<file path="config.mk">
export PLATFORM = sky130hd
export DESIGN_NAME = debug_display
export DESIGN_NICKNAME = d
export VERILOG_FILES = /design/src/rtl/debug_display.sv
export SDC_FILE = /design/constraint.sdc
export NUM_CORES = 1
export LEC_CHECK = 0
export BUFFER_PORTS_ARGS = -buffer_cell sky130_fd_sc_hd__clkbuf_2
export CAP_MARGIN = 5
export CORE_ASPECT_RATIO = 1.2
export CORE_MARGIN = 8
export CORE_UTILIZATION = 47
export DETAILED_ROUTE_END_ITERATION = 16
export PLACE_DENSITY = 0.75
export SLEW_MARGIN = 40
export SYNTH_ARGS = -nofsm -noshare
export SYNTH_HDL_FRONTEND = slang
export SYNTH_SLANG_ARGS = --single-unit
</file>
<file path="constraint.sdc">
create_clock -name clk -period 2.8 [get_ports clk]
set_clock_uncertainty 0.05 [all_clocks]
set_input_delay 0.14 -clock clk [delete_from_list [all_inputs] [get_ports clk]]
set_output_delay 0.14 -clock clk [all_outputs]
set_load 0.05 [all_outputs]
</file>
<file path="src/rtl/debug_display.sv">
// debug_display: single-step button conditioning and 4-digit hex readout of pipeline PC/register values
module debug_display #(
   parameter int DEBOUNCE_CYCLES = 4,
   parameter int REFRESH_CYCLES  = 4
) (
   input  logic        clk,
   input  logic        reset,
   input  logic        btnStep,
   input  logic        run,
   input  logic        mode,
   input  logic        halfSel,
   input  logic [4:0]  select,
   input  logic [31:0] pcOut,
   input  logic [31:0] regOut,
   output logic [4:0]  regIn,
   output logic        stepEn,
   output logic [3:0]  anode,
   output logic [6:0]  segment
);
   localparam int CW = $clog2(DEBOUNCE_CYCLES + 1);
   localparam int RW = (REFRESH_CYCLES > 1) ? $clog2(REFRESH_CYCLES) : 1;

   logic [31:0]   shadow_q, shadow_d;
   logic          sync1_q, sync1_d, sync2_q, sync2_d;
   logic          stable_q, stable_d, stable_dly_q, stable_dly_d;
   logic [CW-1:0] cnt_q, cnt_d;
   logic          step_pulse_q, step_pulse_d;
   logic [RW-1:0] refresh_q, refresh_d;
   logic [1:0]    digit_q, digit_d;
   logic          wrap;
   logic [3:0]    nibble;

   assign regIn  = select;
   assign stepEn = run | step_pulse_q;
   assign anode  = ~(4'b0001 << digit_q);
   assign nibble = shadow_q[{halfSel, digit_q, 2'b00} +: 4];
   assign wrap   = refresh_q == RW'(REFRESH_CYCLES - 1);

   // next state: shadow capture, button sync/debounce, rising-edge pulse, digit scan
   always_comb begin
      shadow_d     = mode ? regOut : pcOut;
      sync1_d      = btnStep;
      sync2_d      = sync1_q;
      stable_d     = stable_q;
      cnt_d        = '0;
      if (sync2_q != stable_q) begin
         if (cnt_q + 1'b1 == CW'(DEBOUNCE_CYCLES)) stable_d = sync2_q;
         else cnt_d = cnt_q + 1'b1;
      end
      stable_dly_d = stable_q;
      step_pulse_d = stable_q & ~stable_dly_q;
      refresh_d    = wrap ? '0 : refresh_q + 1'b1;
      digit_d      = digit_q + {1'b0, wrap};
   end

   // state registers with synchronous reset
   always_ff @(posedge clk) begin
      if (reset) begin
         shadow_q     <= '0;
         sync1_q      <= 1'b0;
         sync2_q      <= 1'b0;
         stable_q     <= 1'b0;
         stable_dly_q <= 1'b0;
         cnt_q        <= '0;
         step_pulse_q <= 1'b0;
         refresh_q    <= '0;
         digit_q      <= '0;
      end else begin
         shadow_q     <= shadow_d;
         sync1_q      <= sync1_d;
         sync2_q      <= sync2_d;
         stable_q     <= stable_d;
         stable_dly_q <= stable_dly_d;
         cnt_q        <= cnt_d;
         step_pulse_q <= step_pulse_d;
         refresh_q    <= refresh_d;
         digit_q      <= digit_d;
      end
   end

   // active-low gfedcba hex decode of the selected nibble
   always_comb begin
      segment = 7'b1111111;
      case (nibble)
         4'h0: segment = 7'b1000000;
         4'h1: segment = 7'b1111001;
         4'h2: segment = 7'b0100100;
         4'h3: segment = 7'b0110000;
         4'h4: segment = 7'b0011001;
         4'h5: segment = 7'b0010010;
         4'h6: segment = 7'b0000010;
         4'h7: segment = 7'b1111000;
         4'h8: segment = 7'b0000000;
         4'h9: segment = 7'b0010000;
         4'hA: segment = 7'b0001000;
         4'hB: segment = 7'b0000011;
         4'hC: segment = 7'b1000110;
         4'hD: segment = 7'b0100001;
         4'hE: segment = 7'b0000110;
         default: segment = 7'b0001110;
      endcase
   end
endmodule
</file>
* Word level (Yosys, flattened, before mapping)
Memories as Yosys holds them, arrays and structs flattened.
Index checks and enable logic that the tools add are counted.
** Operators by class
- $add $sub $neg :: 3
- $mul :: 0
- Divide/modulo/power cells :: 0
- Order comparisons :: 0
- Equal/unequal tests :: 3
- Shift-type cells :: 2
- Multiplexer cells :: 1
- Bitwise logic cells :: 5
- Reductions and logical operators :: 3
** Operators by type and width (number)
- $mux W32 :: 1
- $shiftx A32 B6 Y4 :: 1
- $not A4 Y4 :: 1
- $shl A1 B2 Y4 const A :: 1
- $add A3 B1 Y3 const B :: 1
- $eq A3 B3 Y1 const B :: 1
- $reduce_or A3 Y1 :: 1
- $add A2 B1 Y2 :: 1
- $add A2 B1 Y2 const B :: 1
- $eq A2 B2 Y1 const B :: 1
- $not A1 Y1 :: 2
- $reduce_and A2 Y1 :: 1
- $reduce_or A2 Y1 :: 1
- $and A1 B1 Y1 :: 1
- $ne A1 B1 Y1 :: 1
- $or A1 B1 Y1 :: 1
** Storage, ports and cells
- Bits in registers :: 44
- Bits in latches :: 0
- Bits in writable memories :: 0
- Bits in read-only memories :: 112
- Input port bits :: 75
- Output and inout port bits :: 17
- Memories :: 1
** Memories
- (no name shown) :: words 16, width 7, read ports 1, clocked after memory_dff 0, write ports 0, RTL line 84 : case (nibble)

* Logic depth before layout (Yosys ltp)
- Depth in word-level cells :: 3
- Mapped depth :: 11

* Worst setup path before layout
No wires, ideal clock.
- Kind :: reg2out
- From :: reg digit_q[0]
- To :: out segment[4]
- Arrival :: 3.055 ns
- Data required time :: 2.610 ns
- Setup slack :: -0.445 ns
- Cell stages (with the launch flop) :: 9
- Path buffers :: 1
- Cells stage by stage :: dfxtp_1 > buf_2 > nand2b_1 > nor2_1 > o21ai_0 > o311ai_2 > ha_1 > mux2_2 > o21ai_0
** Between the ends
- Longest elaborated chain between the ends :: 2
** Ends and longest elaborated chain
- start: declaration :: RTL line 29 : logic [1:0] digit_q, digit_d;
- start signal: assignment :: RTL line 77 : digit_q <= digit_d;
- $shiftx A32 B6 Y4 :: RTL line 36 : assign nibble = shadow_q[{halfSel, digit_q, 2'b00} +: 4];
- $mem_v2 Z16 W7
- end: declaration :: RTL line 18 : output logic [6:0] segment
No other way between the ends.

* Worst setup path after layout
- From :: reg digit_q[1]
- To :: out segment[1]
Same word-level chain as after synthesis.

==> out/qor.yml <==
status:
  outcome: "complete, no violations"
floorplan:
  die_w_um: 78.0
  io-pin-count: 92
  starting_utilization_of_the_core_area_pct: 47.9
  dieHeight_um: 90.4
  number_of_placement_rows: 27
  fp.coreArea_um2: 4530
  die-area_um2: 7050
clock_tree:
  cts_hold_buf: 0
  cts_tree: "yes"
  htreeDepth: 2
  maximum_buffer_depth_of_the_clock_tree: 2
  cts_inserted_buffers: 5
  clock_sinks: 44
  clk-insertion-delay-late_ps: 280
  cts-root-buf: "clkbuf_8"
  clk_pin_slew_ps: 70
sta:
  drv_slew: 0
  timing.slew.headroom_pct: 49.1
  post-route-period-util_pct: 95.8
  fmax_mhz: 373
  final-hold-violation-count: 0
  period_minus_slack_ps: 2680
  setup-violations-final: 0
  fin_tns_setup_ps: 0
  setup_repair_after_global_routing_missed_its_margin: "true"
  timing_worst_slew_pin_value_ps: 763
final_layout:
  antenna_cells_inserted: 0
  design.final.nets: 381
  syn2layout_area_growth_pct: 26.9
  final_util_pct: 60.8
  drive_above_1_share_pct: 37.7
routing:
  routed_wire_length_per_instance_um: 13.4
  via_per_inst: 4.91
  drtIter0Drc: 61
  vias: 1743
  route.final.wire_length_um: 4750
  dr.pass1.iters: 4
  drc: 0
  drtAntennaViolNets: 0
critical_path:
  critical_path.startpoint: "digit_q[1]"
  ff2ff_path_depth: 5
  start_kind: "flip-flop"
  flop2flop_setup_slack_ps: 1560
  worst-endpoint-arrival_ps: 2490
  r2r_start: "cnt_q[0]"
  worstPathRequired_ps: 2610
  worst_setup_path_end_kind: "output pin"
  reg2reg_to: "stable_dly_d"
  critical_path_peak_fanout: 9
  worstSetupPathType: "flip-flop to output pin"
logic_synthesis:
  synthesis.nets: 304
  yosysWarningCount: 0
  synth_sequential_area_ratio_pct: 40.6
  syn-instance-count: 219
  postSynthAreaPerCell_um2: 9.90
  ys.flop_type: "dfxtp_1"
  proportion_of_register_bits_with_asynchronous_set_or_reset_after_synthesis_pct: 0
  ys_seq_elements: 44
  synth-edff-count: 0
  synth.cell_area_um2: 2170
  synthDistinctLibCells: 40
power:
  power-per-cell-area_nw_per_um2: 546
  leakage_nw: 1.39
  internal_power_mw: 1.06
  power.switching_mw: 0.448
  seqPwrFrac_pct: 45.0
  switching_share_pct: 29.8
  power_frac_clock_pct: 26.0
  combinationalPowerShare_pct: 29.0
  peakVddDrop_mv: 0.359
grt:
  first_pass_grt_wire_length_um: 7890
  first_global_vias: 1841
  global_route.peak_usage_layer: "met2"
  antenna_found_initial: 0
  global_route_usage_sum_pct: 13.6
  met2_usage_pct: 24.4
  met1_use_gr_pct: 14.4
  global_route.usage.met3_pct: 4.38
  grt_start_max_net_pins: 42
  grt_overflow: 0
placed_design:
  gpl.final_weighted_congestion: 0.761
  dp.final_hpwl_um: 3710
  input_output_buffers: 81
hold_path:
  hold_ep: "sync1_q"
  holdCritPathClass: "primary input to flip-flop"
  min_path_cells: 2
  min-delay-start: "btnStep"
job:
  timing.max_cap.violations: 0
## timing repair
| item | in CTS | in global routing |
|---|---|---|
| endpoints found under the setup margin | 5 | 7 |
| setup buffers | 0 | 4 |
| cloned | 0 | 0 |
| gates resized for setup | 5 | 9 |
| pin swaps | 0 | 1 |
## logic make-up (layout without fill, tap and decap cells)
logic type	count (synthesis)	in the layout	share of synthesized area, %
AO/OA/AOI/OAI	15	15	5.19
XOR/XNOR	4	4	1.62
AND/OR/NAND/NOR	73	73	16.6
flip-flops	44	44	40.6
adder cells (fa/ha/maj)	10	10	5.77
multiplexers	50	50	24.4
buffers and inverters	23	101	5.83
## sequential cells by signal, summed over array words and instances (netlist names)
register and count:
sync1_q 1, cnt_q 3, step_pulse_q 1, shadow_q 32
stable_dly_q 1, stable_dly_d 1, refresh_q 2, digit_q 2
sync2_q 1
## cell type report
| type | instances | area [µm²] |
|---|---|---|
| fill | 420 | 1770 |
| multi-input combinational | 152 | 1190 |
| tap | 58 | 72.6 |
| clock buffer | 8 | 90.1 |
| timing repair buffer | 89 | 503 |
| sequential | 44 | 882 |
| inverter | 4 | 15.0 |
## critical path: stages, from the launching register on
cell and delay (ps):
dfxtp_2 400, buf_4 200, mux2i_1 80, and2_0 150, o21ai_1 210, o311ai_4 190
ha_1 330, inv_1 50, nor3_1 220, a21o_1 120, buf_2 260
## routing by layer
layer  up-vias  routed length [µm]
met4         0                  55
met2        46                2450
li1        893                   -
met5         -                   0
met3         6                 210
met1       798                2040
## layout by cell type (no fill, tap or decap), drive strengths merged, types with 3 or more instances in the layout
cell / netlist / final
ha: 10 / 10
and3: 4 / 4
o21ai: 4 / 4
nor2: 37 / 37
nor2b: 8 / 8
buf: 14 / 13
dfxtp: 44 / 44
mux2: 3 / 3
mux2i: 45 / 45
inv: 4 / 4
xnor2: 3 / 3
nor3: 4 / 4
clkbuf: 5 / 84
nand2: 7 / 7
## Yosys cell counts (3+ instances only)
cell type  instances  area [µm²]
xnor2_1            3        26.3
o21ai_0            4        20.0
inv_1              4        15.0
buf_1              3        11.3
and3_1             4        25.0
clkbuf_1           5        18.8
mux2i_1           45         450
nor2_1            37         139
dfxtp_1           44         881
buf_4              8        60.1
nand2_1            7        26.3
nor2b_1            7        43.8
ha_1              10         125
nor3_1             4        20.0
## worst max-delay path by stage
stage	end	slack, ps	depth (start not counted)
after floorplan	segment[4]	-70	8
after global placement	segment[2]	350	10
after detailed placement	segment[0]	280	8
after CTS	segment[0]	20	10
after global routing	segment[1]	-30	10
final	segment[1]	120	10
## power groups by stage
stage	Sequential [mW]	Combinational, mW	Clock [mW]
after detailed placement	0.690	0.410	0
final	0.676	0.436	0.391
after CTS	0.676	0.417	0.405
after floorplan	0.685	0.313	0
after global placement	0.690	0.402	0
after global routing	0.681	0.472	0.429
## metrics by stage
step / area (µm²) / cells / setup WS, ps / hold WS [ps] / power, mW
finish: 2750 / 355 / 117 / 11.7 / 1.50
global route: 2750 / 355 / -31.0 / 0.354 / 1.58
CTS: 2700 / 351 / 21.2 / 4.45 / 1.50
detailed placement: 2590 / 343 / 283 / 230 / 1.10
global placement: 2590 / 343 / 351 / 230 / 1.09
floorplan: 2180 / 219 / -66.2 / 169 / 0.998
(Power assumes the default switching activity.)
